File: config.mk
export PLATFORM = sky130hd
export DESIGN_NAME = cnt_seq_ctrl
export DESIGN_NICKNAME = d
export VERILOG_FILES = /design/src/rtl/cnt_seq_ctrl.sv
export SDC_FILE = /design/constraint.sdc
export NUM_CORES = 1
export LEC_CHECK = 0
export CAP_MARGIN = 40
export CORE_MARGIN = 10
export CORE_UTILIZATION = 49
export CTS_CLUSTER_DIAMETER = 120
export DETAILED_ROUTE_END_ITERATION = 16
export GPL_TIMING_DRIVEN = 0
export PLACE_DENSITY = 0.86
export REMOVE_ABC_BUFFERS = 1
export SLEW_MARGIN = 20
export SYNTH_ARGS = -nofsm -noshare
export SYNTH_HDL_FRONTEND = slang
export SYNTH_SLANG_ARGS = --single-unit
export TNS_END_PERCENT = 20
File: constraint.sdc
create_clock -name Clk -period 2.41 [get_ports Clk]
set_input_delay 0.482 -clock Clk [delete_from_list [all_inputs] [get_ports Clk]]
set_output_delay 0.482 -clock Clk [all_outputs]
set_load 0.02 [all_outputs]
File: src/rtl/cnt_seq_ctrl.sv
// Run/pause/clear sequencer for a mod-MOD counter: prescaled CE, CNT_CLR pulse, period count.
// Optional shadow-counter consistency checker enabled by defining CNT_CHK_EN.
module cnt_seq_ctrl #(
  parameter int DIV   = 4,
  parameter int MOD   = 12,
  parameter int WRAPS = 3
) (
  input  logic       Clk,
  input  logic       MR,
  input  logic       Start,
  input  logic       Stop,
  input  logic       Clr,
  input  logic       TC,
  input  logic [3:0] Q,
  output logic       CE,
  output logic       CNT_CLR,
  output logic       Busy,
  output logic       Done,
  output logic [3:0] Wraps,
  output logic       Err
);

  localparam logic [1:0] S_IDLE  = 2'd0;
  localparam logic [1:0] S_RUN   = 2'd1;
  localparam logic [1:0] S_PAUSE = 2'd2;
  localparam logic [1:0] S_DONE  = 2'd3;

  localparam logic [7:0] PRE_LAST  = 8'(DIV - 1);
  localparam logic [3:0] WRAP_LAST = 4'(WRAPS);

  if (DIV < 2 || DIV > 256) begin : g_bad_div
    $error("cnt_seq_ctrl: DIV must be in 2..256");
  end
  if (MOD < 2 || MOD > 16) begin : g_bad_mod
    $error("cnt_seq_ctrl: MOD must be in 2..16");
  end
  if (WRAPS < 1 || WRAPS > 15) begin : g_bad_wraps
    $error("cnt_seq_ctrl: WRAPS must be in 1..15");
  end

  logic [1:0] state;
  logic [7:0] presc;
  logic [3:0] wraps;
  logic [3:0] wraps_nx;
  logic       cnt_clr;
  logic       start_q, stop_q, clr_q;
  logic       start_ev, stop_ev, clr_ev;
  logic       ce, wrap, wrap_last;

  // History keeps sampling through MR so a level held across reset is not seen as a new edge.
  always_ff @(posedge Clk) begin
    start_q <= Start;
    stop_q  <= Stop;
    clr_q   <= Clr;
  end

  assign start_ev = Start & ~start_q;
  assign stop_ev  = Stop  & ~stop_q;
  assign clr_ev   = Clr   & ~clr_q;

  assign ce        = (state == S_RUN) && (presc == PRE_LAST);
  assign wrap      = ce && TC && (wraps < WRAP_LAST);
  assign wraps_nx  = wraps + 4'd1;
  assign wrap_last = wrap && (wraps_nx == WRAP_LAST);

  always_ff @(posedge Clk) begin
    if (MR) begin
      state   <= S_IDLE;
      presc   <= 8'd0;
      wraps   <= 4'd0;
      cnt_clr <= 1'b0;
    end else begin
      cnt_clr <= clr_ev;
      if (clr_ev) begin
        state <= S_IDLE;
        presc <= 8'd0;
        wraps <= 4'd0;
      end else begin
        case (state)
          S_IDLE: begin
            if (start_ev) begin
              state <= S_RUN;
              presc <= 8'd0;
            end
          end
          S_RUN: begin
            // The cycle in which Stop arrives still counts, so resume keeps CE phase.
            presc <= (presc == PRE_LAST) ? 8'd0 : presc + 8'd1;
            if (wrap) wraps <= wraps_nx;
            if (wrap_last)    state <= S_DONE;
            else if (stop_ev) state <= S_PAUSE;
          end
          S_PAUSE: begin
            if (start_ev) state <= S_RUN;
          end
          default: ;
        endcase
      end
    end
  end

  assign CE      = ce;
  assign CNT_CLR = cnt_clr;
  assign Busy    = (state == S_RUN) || (state == S_PAUSE);
  assign Done    = (state == S_DONE);
  assign Wraps   = wraps;

`ifdef CNT_CHK_EN
  localparam logic [3:0] SH_LAST = 4'(MOD - 1);

  logic [3:0] shadow;
  logic       err;

  // Shadow follows the same CE/CNT_CLR the counter sees; compare is skipped while it clears.
  always_ff @(posedge Clk) begin
    if (MR) begin
      shadow <= 4'd0;
      err    <= 1'b0;
    end else begin
      if (cnt_clr)  shadow <= 4'd0;
      else if (ce)  shadow <= (shadow == SH_LAST) ? 4'd0 : shadow + 4'd1;
      if (clr_ev)
        err <= 1'b0;
      else if (!cnt_clr && ((Q != shadow) || (TC != (shadow == SH_LAST))))
        err <= 1'b1;
    end
  end

  assign Err = err;
`else
  logic unused_chk;
  assign unused_chk = (^Q) ^ (MOD == 0);
  assign Err = 1'b0;
`endif

endmodule

==> results of run 1 <==
==> logic make-up after synthesis <==
| group | after synthesis |
|---|---|
| flip-flops | 18 |
| buffers and inverters | 6 |
| other | 1 |
| AND/OR/NAND/NOR | 46 |
| XOR/XNOR | 1 |
| AO/OA/AOI/OAI | 18 |
| adder cells (fa/ha/maj) | 7 |
| multiplexers | 4 |
==> per-stage QoR <==
| stage | hold WS, ns | power [W] | cell area (µm²) |
|---|---|---|---|
| after global routing | 0.5283 | 0.0006677 | 1156 |
| final | 0.5058 | 0.0006334 | 1156 |
| after CTS | 0.5115 | 0.0006382 | 1151 |
| after floorplan | 0.4677 | 0.0004068 | 940.9 |
| after detailed placement | 0.4920 | 0.0004440 | 1102 |
| after global placement | 0.4828 | 0.0004377 | 1102 |
==> state kept, by name (all words and copies together) (netlist names) <==
register  count
stop_q        1
presc         8
state         2
Wraps         4
clr_q         1
start_q       1
CNT_CLR       1
==> power breakdown <==
part	switching (W)	internal, W
clock	0.0000991	0.0000922
combinational	0.0000720	0.0000566
sequential	0.00000714	0.000306
total	0.000178	0.000455
==> worst max-delay path, cell delays in order (launching register included) <==
cell and delay (ns):
dfxtp_1 0.35, inv_1 0.09, ha_1 0.26, nor4b_4 0.30, and2_2 0.22, clkbuf_2 0.18
==> layer usage <==
layer / track usage, % / vias to the layer above / wire (µm)
met1: 10.63 / 379 / 836
met4: 4.918 / 0 / 10
met3: 5.923 / 2 / 166
li1: - / 399 / -
met2: 17.54 / 20 / 1024
met5: 0 / - / 0
==> worst min path at each step <==
stage,endpoint,slack (ns),depth (start not counted)
global placement,state[1],0.48,2
finish,state[1],0.51,2
CTS,Wraps[3],0.51,1
global route,Wraps[2],0.53,1
floorplan,state[1],0.47,2
detailed placement,Wraps[3],0.49,1
==> cell usage in the layout (no fill, tap or decap), drive strengths merged, types with 4 or more instances in the layout <==
| cell | instances |
|---|---|
| clkbuf | 5 |
| nor2 | 7 |
| dfxtp | 18 |
| inv | 4 |
| a21oi | 4 |
| nand3 | 6 |
| nand2 | 10 |
| nand2b | 4 |
| ha | 7 |
| clkdlybuf4s50 | 12 |
| mux2i | 4 |
==> area by class of cell <==
class	instances	area, µm²
fillers	161	626.9
multi-input cells	77	580.6
flip-flops and latches	18	360.3
repair buffers	14	132.6
clock buffers	4	36.28
well taps	25	31.28
inverters	4	15.01
==> what timing repair did <==
action / CTS / global route
pin swaps: 0 / 0
setup buffers: 1 / 0
gates cloned: 0 / 0
hold endpoints to repair: 0 / 0
resized for setup: 2 / 3
endpoints found under the setup margin: 1 / 1
==> results.sh, run 1 <==
export IMPL_status="finished clean"
export IMPL_avgRoutedWirePerCell_um=14.36
export IMPL_avgSynthCellArea_um2=9.427
export IMPL_critPathCaptureType="primary output"
export IMPL_wirelength_um=2039
export IMPL_cp_startpoint="state[1]"
export IMPL_dp_slack_ns=-0.05275
export IMPL_ir_drop_mv=0.4166
export IMPL_avgViaCountPerCell=5.634
export IMPL_maxCapViolCount=0
export IMPL_synth_compound_area_share_pct=14.85
export IMPL_hold_path_class="reg2reg"
export IMPL_rows=15
export IMPL_fmax_mhz=460.0
export IMPL_hold_viol_final=0
export IMPL_first_iter_violations=23
export IMPL_critPathKind="reg2out"
export IMPL_area_growth_syn_to_layout_pct=21.42
export IMPL_antennaDiodeCount=0
export IMPL_power_density_nw_per_um2=547.9
export IMPL_ioPinCount=19
export IMPL_fin_tns_setup_ns=0
export IMPL_dp_cells=137
export IMPL_die_y_um=64.08
export IMPL_clkTransAtPathRegs_ns=0.10
export IMPL_grt_pass1_wl_um=3512
export IMPL_cts_path_max_buffers=2
export IMPL_synthMuxAreaShare_pct=4.205
export IMPL_synth_top_area_share_pct=37.84
export IMPL_synth_top_area_cell="dfxtp_1"
export IMPL_synth_fa_ha_area_share_pct=9.198
export IMPL_drc=0
export IMPL_synth_most_common_cell="dfxtp_1"
export IMPL_postSynthCellCount=101
export IMPL_finalSetupViolCount=0
export IMPL_seq_area_frac_synth_pct=37.84
export IMPL_synthXorXnorAreaFrac_pct=0.9198
export IMPL_firstDrtPassIters=4
export IMPL_first_global_vias=800
export IMPL_drv_slew=0
export IMPL_path_max_fanout=5
export IMPL_cp_endpoint="CE"
export IMPL_clk_latency_ns=0.30
export IMPL_synth_top_family_by_area="simple AND/OR/NAND/NOR gates"
export IMPL_die_x_um=64.08
export IMPL_start_util_pct=53.40
export IMPL_yosysWarningCount=0
export IMPL_port_buffers=13
export IMPL_r2r_end="presc[6]"
export IMPL_cts_root_buf="clkbuf_4"
export IMPL_netlist_area_um2=952.2
export IMPL_crit_arrival_ns=1.69
export IMPL_synth_common_cells="18 x dfxtp_1, 10 x nand2_1, 7 x ha_1, 7 x nor2_1, 6 x nand3_1"
export IMPL_vias=800
export IMPL_grt_usage_pct=10.60
export IMPL_cts_hold_buf=0
export IMPL_finalCriticalPeriod_ns=2.174
export IMPL_yosys_cell_types_count=36
export IMPL_fp_dieArea_um2=4106
export IMPL_finalCritPeriodShare_pct=90.20
export IMPL_ys_seq_elements=18
export IMPL_worst_slack_ns=0.2361
export IMPL_numCtsBuffers=3
export IMPL_startpoint_type="flip-flop"
export IMPL_antenna_found_initial=0
export IMPL_layout_cells_non_filler=142
export IMPL_slew_headroom_pct=55.33
export IMPL_min_from="state[1]"
export IMPL_gp_congestion=0.8361
export IMPL_ys_flop_type="dfxtp_1"
export IMPL_ys_top_cells_by_area="dfxtp_1 38%, ha_1 9.2%, mux2i_1 4.2%"
export IMPL_htreeDepth=1
export IMPL_fin_skew_ns=0.01063
export IMPL_synth_async_reset_ratio_pct=0
export IMPL_cts_tree="built"
export IMPL_clkSinkCount=18
export IMPL_rsz0062_at_grt="no"
export IMPL_drtAntennaViolNets=0
export IMPL_hpwl_um=1484
export IMPL_grt_max_degree=12
export IMPL_ff2ff_setup_slack_ns=0.39
export IMPL_critPathRequiredTime_ns=1.93
export IMPL_synthSimpleGateAreaFrac_pct=29.83
export IMPL_core_um2=1783
export IMPL_drive_gt1_share_pct=11.97
export IMPL_regToRegStartpoint="presc[0]"
export IMPL_worstMarginPinSlew_ns=0.6514
export IMPL_utilization_pct=64.84
export IMPL_synth_edff_count=0
export IMPL_overflow=0
export IMPL_reg2regPathDepth=6
export IMPL_p_leak_nw=0.4161
export IMPL_nets=135
Note: power is estimated with default switching activity, not from simulation.
==> run 2: changes to the inputs <==
--- a/config.mk
+++ b/config.mk
@@ -6,12 +6,13 @@
 export NUM_CORES = 1
 export LEC_CHECK = 0
 export CAP_MARGIN = 40
+export CORE_ASPECT_RATIO = 1.25
 export CORE_MARGIN = 10
-export CORE_UTILIZATION = 49
+export CORE_UTILIZATION = 45
 export CTS_CLUSTER_DIAMETER = 120
 export DETAILED_ROUTE_END_ITERATION = 16
 export GPL_TIMING_DRIVEN = 0
-export PLACE_DENSITY = 0.86
+export PLACE_DENSITY = 0.84
 export REMOVE_ABC_BUFFERS = 1
 export SLEW_MARGIN = 20
 export SYNTH_ARGS = -nofsm -noshare
==> constraint.sdc (replaced) <==
create_clock -name Clk -period 1.8 [get_ports Clk]
set_input_delay 0.36 -clock Clk [delete_from_list [all_inputs] [get_ports Clk]]
set_output_delay 0.36 -clock Clk [all_outputs]
set_load 0.02 [all_outputs]
==> results.sh, run 2 (synthesized netlist as in run 1, its figures left out) <==
export IMPL_die_y_um=71.43
export IMPL_layout_commonest_cell="dfxtp_1"
export IMPL_maxCapViolCount=0
export IMPL_avgViaCountPerCell=5.878
export IMPL_regToRegStartpoint="presc[0]"
export IMPL_worst_slack_ns=-0.01058
export IMPL_drtAntennaViolNets=0
export IMPL_startpoint_type="flip-flop"
export IMPL_fmax_mhz=552.3
export IMPL_dp_cells=132
export IMPL_path_max_fanout=5
export IMPL_rows=18
export IMPL_crit_arrival_ns=1.45
export IMPL_die_x_um=61.14
export IMPL_numCtsBuffers=3
export IMPL_route_met2_wl_um=1187
export IMPL_finalSetupViolCount=2
export IMPL_avgRoutedWirePerCell_um=16.06
export IMPL_clkPwrFrac_pct=29.3
export IMPL_cts_path_max_buffers=2
export IMPL_port_buffers=13
export IMPL_p_leak_nw=0.4367
export IMPL_highest_layer="met4"
export IMPL_nets=137
export IMPL_drc=0
export IMPL_cts_root_buf="clkbuf_4"
export IMPL_p_sw_share_pct=28.80
export IMPL_power_density_nw_per_um2=723.4
export IMPL_wl_met1_um=891
export IMPL_min_from="state[0]"
export IMPL_ioPinCount=19
export IMPL_antennaDiodeCount=0
export IMPL_clkTransAtPathRegs_ns=0.11
export IMPL_wl_met3_um=129
export IMPL_area_growth_syn_to_layout_pct=27.46
export IMPL_first_global_vias=907
export IMPL_hold_viol_final=0
export IMPL_first_iter_violations=27
export IMPL_slew_headroom_pct=67.73
export IMPL_power_internal_w=0.0006251
export IMPL_cp_startpoint="state[1]"
export IMPL_drive_gt1_share_pct=20.17
export IMPL_registers_top_by_ff_count="presc"
export IMPL_hold_slack_ns=0.5141
export IMPL_grt_pass1_wl_um=3836
export IMPL_firstDrtPassIters=4
export IMPL_drv_slew=0
export IMPL_seqPwrFrac_pct=48.4
export IMPL_critPathRequiredTime_ns=1.44
export IMPL_ir_drop_mv=0.5686
export IMPL_start_util_pct=47.50
export IMPL_fin_skew_ns=0.006088
export IMPL_largest_reg_flops=8
export IMPL_antenna_found_initial=0
export IMPL_htreeDepth=1
export IMPL_critPathKind="reg2out"
export IMPL_status="complete, but fails checks"
export IMPL_pwr_share_comb_pct=22.3
export IMPL_hpwl_um=1566
export IMPL_gp_congestion=0.7765
export IMPL_finalCriticalPeriod_ns=1.811
export IMPL_overflow=0
export IMPL_cts_tree="built"
export IMPL_core_um2=2004
export IMPL_critPathCaptureType="primary output"
export IMPL_grt_usage_pct=11.03
export IMPL_violations="negative setup slack"
export IMPL_fp_dieArea_um2=4367
export IMPL_vias=817
export IMPL_grt_max_degree=12
export IMPL_rsz0062_at_grt="yes"
export IMPL_final_cell_mix="14 x dfxtp_1, 10 x nand2_1, 10 x clkdlybuf4s50_1, 7 x nor2_1, 6 x nand3_1"
export IMPL_dp_slack_ns=-0.5179
export IMPL_wirelength_um=2233
export IMPL_finalCritPeriodShare_pct=100.6
export IMPL_clk_latency_ns=0.30
export IMPL_cts_hold_buf=0
export IMPL_clkSinkCount=18
export IMPL_p_switching_w=0.0002529
export IMPL_worstMarginPinSlew_ns=0.4747
export IMPL_layout_cells_non_filler=139
export IMPL_hold_path_class="reg2reg"
## run 2: what timing repair did
action                     CTS  global route
hold endpoints to repair     0             0
buffers inserted             2             1
setup endpoints to repair    7            12
resized for setup           14            10
cloned                       0             0
pin swaps                    0             2
## run 2: layer usage
metal  vias up  track usage (%)
li1        400                -
met1       396            11.24
met2        18            19.63
met3         3            3.527
met4         0            4.580
met5         -                0
## run 2: area by class of cell
class | instances | area (µm²)
multi-input combinational | 77 | 619.3
fill | 162 | 790.8
inverter | 4 | 15.01
timing repair buffer | 16 | 152.6
tap | 20 | 25.02
clock buffer | 4 | 36.28
sequential | 18 | 365.4
## run 2: worst paths after layout
kind,to,slack (ns),depth (start not counted)
min,state[0],0.51,2
max reg2reg,state[1],-0.01,6
max,CE,-0.01,5
min reg2reg,state[0],0.51,2
## run 2: power groups by stage
stage | Combinational (W) | Clock (W) | Sequential (W)
after global placement | 0.000158 | 0 | 0.000427
after CTS | 0.000178 | 0.000260 | 0.000421
final | 0.000195 | 0.000258 | 0.000425
after detailed placement | 0.000167 | 0 | 0.000428
after global routing | 0.000213 | 0.000279 | 0.000427
after floorplan | 0.000117 | 0 | 0.000428
## run 2: metrics by stage
| step | total power [W] | instance area [µm²] | util [%] | setup TNS, ns |
|---|---|---|---|---|
| detailed placement | 0.0005951 | 1096 | 54.68 | -1.765 |
| global route | 0.0009195 | 1214 | 60.55 | -0.4474 |
| CTS | 0.0008588 | 1181 | 58.93 | -0.2798 |
| finish | 0.0008780 | 1214 | 60.55 | -0.02071 |
| floorplan | 0.0005446 | 940.9 | - | 0 |
| global placement | 0.0005849 | 1096 | 54.68 | -1.145 |
## run 2: critical path, stage by stage, from the launching register on
cell     delay, ns
dfxtp_2       0.36
inv_2         0.08
ha_4          0.17
nor4b_4       0.22
and2_4        0.20
buf_6         0.11
==> run 3: changes to the inputs <==
--- a/config.mk
+++ b/config.mk
@@ -7,7 +7,7 @@
 export LEC_CHECK = 0
 export CAP_MARGIN = 40
 export CORE_ASPECT_RATIO = 1.25
-export CORE_MARGIN = 10
+export CORE_MARGIN = 2
 export CORE_UTILIZATION = 45
 export CTS_CLUSTER_DIAMETER = 120
 export DETAILED_ROUTE_END_ITERATION = 16
==> results.sh, run 3 (synthesized netlist as in run 1, its figures left out) <==
export IMPL_status="complete, but fails checks"
export IMPL_violations="negative setup slack"
export IMPL_power_internal_w=0.0006322
export IMPL_numCtsBuffers=3
export IMPL_final_cell_mix="14 x dfxtp_1, 10 x nand2_1, 10 x clkdlybuf4s50_1, 8 x buf_4, 7 x nor2_1"
export IMPL_antenna_found_initial=0
export IMPL_clkPwrFrac_pct=29.0
export IMPL_finalCriticalPeriod_ns=1.809
export IMPL_wirelength_um=2167
export IMPL_first_global_vias=885
export IMPL_clk_latency_ns=0.30
export IMPL_layout_cells_non_filler=144
export IMPL_cts_hold_buf=0
export IMPL_pwr_share_comb_pct=23.0
export IMPL_cts_path_max_buffers=2
export IMPL_rows=18
export IMPL_p_leak_nw=0.4668
export IMPL_crit_arrival_ns=1.45
export IMPL_path_cells="inv_2 > ha_4 > nor4b_4 > and2_4 > buf_6"
export IMPL_p_sw_share_pct=28.31
export IMPL_rsz0062_at_grt="yes"
export IMPL_fp_dieArea_um2=2502
export IMPL_cts_root_buf="clkbuf_4"
export IMPL_overflow=0
export IMPL_avgRoutedWirePerCell_um=15.05
export IMPL_critical_path_buf_inv_count=2
export IMPL_registers_top_by_ff_count="presc"
export IMPL_drive_gt1_share_pct=23.39
export IMPL_antennaDiodeCount=0
export IMPL_utilization_pct=63.19
export IMPL_core_um2=1982
export IMPL_worst_slack_ns=-0.009248
export IMPL_critPathKind="reg2out"
export IMPL_startpoint_type="flip-flop"
export IMPL_clkSinkCount=18
export IMPL_avgViaCountPerCell=5.750
export IMPL_crit_slowest_cell="dfxtp_2"
export IMPL_fin_skew_ns=0.001639
export IMPL_htreeDepth=1
export IMPL_finalCritPeriodShare_pct=100.5
export IMPL_power_density_nw_per_um2=704.1
export IMPL_drtAntennaViolNets=0
export IMPL_finalSetupViolCount=1
export IMPL_port_buffers=13
export IMPL_hold_slack_ns=0.5071
export IMPL_critPathRequiredTime_ns=1.44
export IMPL_crit_family="simple AND/OR/NAND/NOR gates"
export IMPL_start_util_pct=48.04
export IMPL_area_growth_syn_to_layout_pct=31.54
export IMPL_dp_cells=132
export IMPL_critPathCaptureType="primary output"
export IMPL_die_y_um=55.43
export IMPL_fmax_mhz=552.7
export IMPL_drc=0
export IMPL_drv_slew=0
export IMPL_nets=142
export IMPL_clkTransAtPathRegs_ns=0.10
export IMPL_maxCapViolCount=0
export IMPL_cts_tree="built"
export IMPL_ioPinCount=19
export IMPL_die_x_um=45.14
export IMPL_vias=828
export IMPL_gp_congestion=0.8031
export IMPL_layout_commonest_cell="dfxtp_1"
export IMPL_firstDrtPassIters=3
export IMPL_grt_max_degree=12
export IMPL_seqPwrFrac_pct=48.0
export IMPL_hold_viol_final=0
export IMPL_largest_reg_flops=8
export IMPL_p_switching_w=0.0002496
export IMPL_first_iter_violations=5
export IMPL_hpwl_um=1514
export IMPL_cpPeakStageDelay_ns=0.35
export IMPL_hold_path_class="reg2reg"
export IMPL_grt_usage_pct=20.09
export IMPL_grt_pass1_wl_um=3815
export IMPL_ir_drop_mv=0.5460
export IMPL_path_max_fanout=5
-- run 3: changes by cell type in the layout (fill, tap and decap cells not counted), sizes merged --
cell           previous run  this run
dlygate4sd2               1         2
buf                       4         9
clkdlybuf4s15             1         0
-- run 3: area by class of cell --
cell class / instances / area [µm²]
Fill cell: 166 / 729.5
Multi-Input combinational cell: 77 / 619.3
Sequential cell: 18 / 367.9
Timing Repair Buffer: 21 / 188.9
Clock buffer: 4 / 36.28
Tap cell: 20 / 25.02
Inverter: 4 / 15.01
-- run 3: final timing paths --
| check | from | to | slack (ns) | cells after the start |
|---|---|---|---|---|
| setup / recovery | state[1] | CE | -0.009 | 5 |
| hold / removal | state[0] | state[0] | 0.51 | 2 |
| setup reg to reg | presc[0] | presc[6] | 0.02 | 6 |
| hold reg to reg | state[0] | state[0] | 0.51 | 2 |
-- run 3: metal layers --
layer	track usage [%]	wire length (µm)
met2	34.49	1216
met5	0	0
met3	4.248	63
met1	23.25	861
met4	7.563	25
-- run 3: metrics by stage --
| step | setup TNS (ns) | worst slack (ns) | power, W | instance area [µm²] |
|---|---|---|---|---|
| after floorplan | 0 | 0.09997 | 0.0005446 | 940.9 |
| after global placement | -1.173 | -0.4717 | 0.0005863 | 1096 |
| after detailed placement | -1.725 | -0.5754 | 0.0005943 | 1096 |
| after CTS | -0.3110 | -0.2077 | 0.0008671 | 1199 |
| after global routing | -0.3315 | -0.1036 | 0.0009298 | 1252 |
| final | -0.009248 | -0.009248 | 0.0008818 | 1252 |
-- run 3: power by group through the flow --
stage | sequential (W) | combinational (W) | clock, W
final | 0.000423 | 0.000203 | 0.000256
after global routing | 0.000426 | 0.000222 | 0.000282
after CTS | 0.000424 | 0.000181 | 0.000262
after detailed placement | 0.000429 | 0.000166 | 0
after global placement | 0.000428 | 0.000159 | 0
after floorplan | 0.000428 | 0.000117 | 0
-- run 3: what timing repair did --
action	4_1_cts	5_1_grt
buffers inserted	2	6
resized for setup	15	8
pin swaps	0	2
setup endpoints to repair	7	11
-- run 3: worst register-to-register path: cells and delay by family, from the launching register on --
family | cells | cell delay (ns)
and+or+nand+nor | 2 | 0.52
AOI/OAI and AO/OA | 2 | 0.48
DFF | 1 | 0.38
adders and majority gates | 1 | 0.17
buffers and inverters | 1 | 0.17
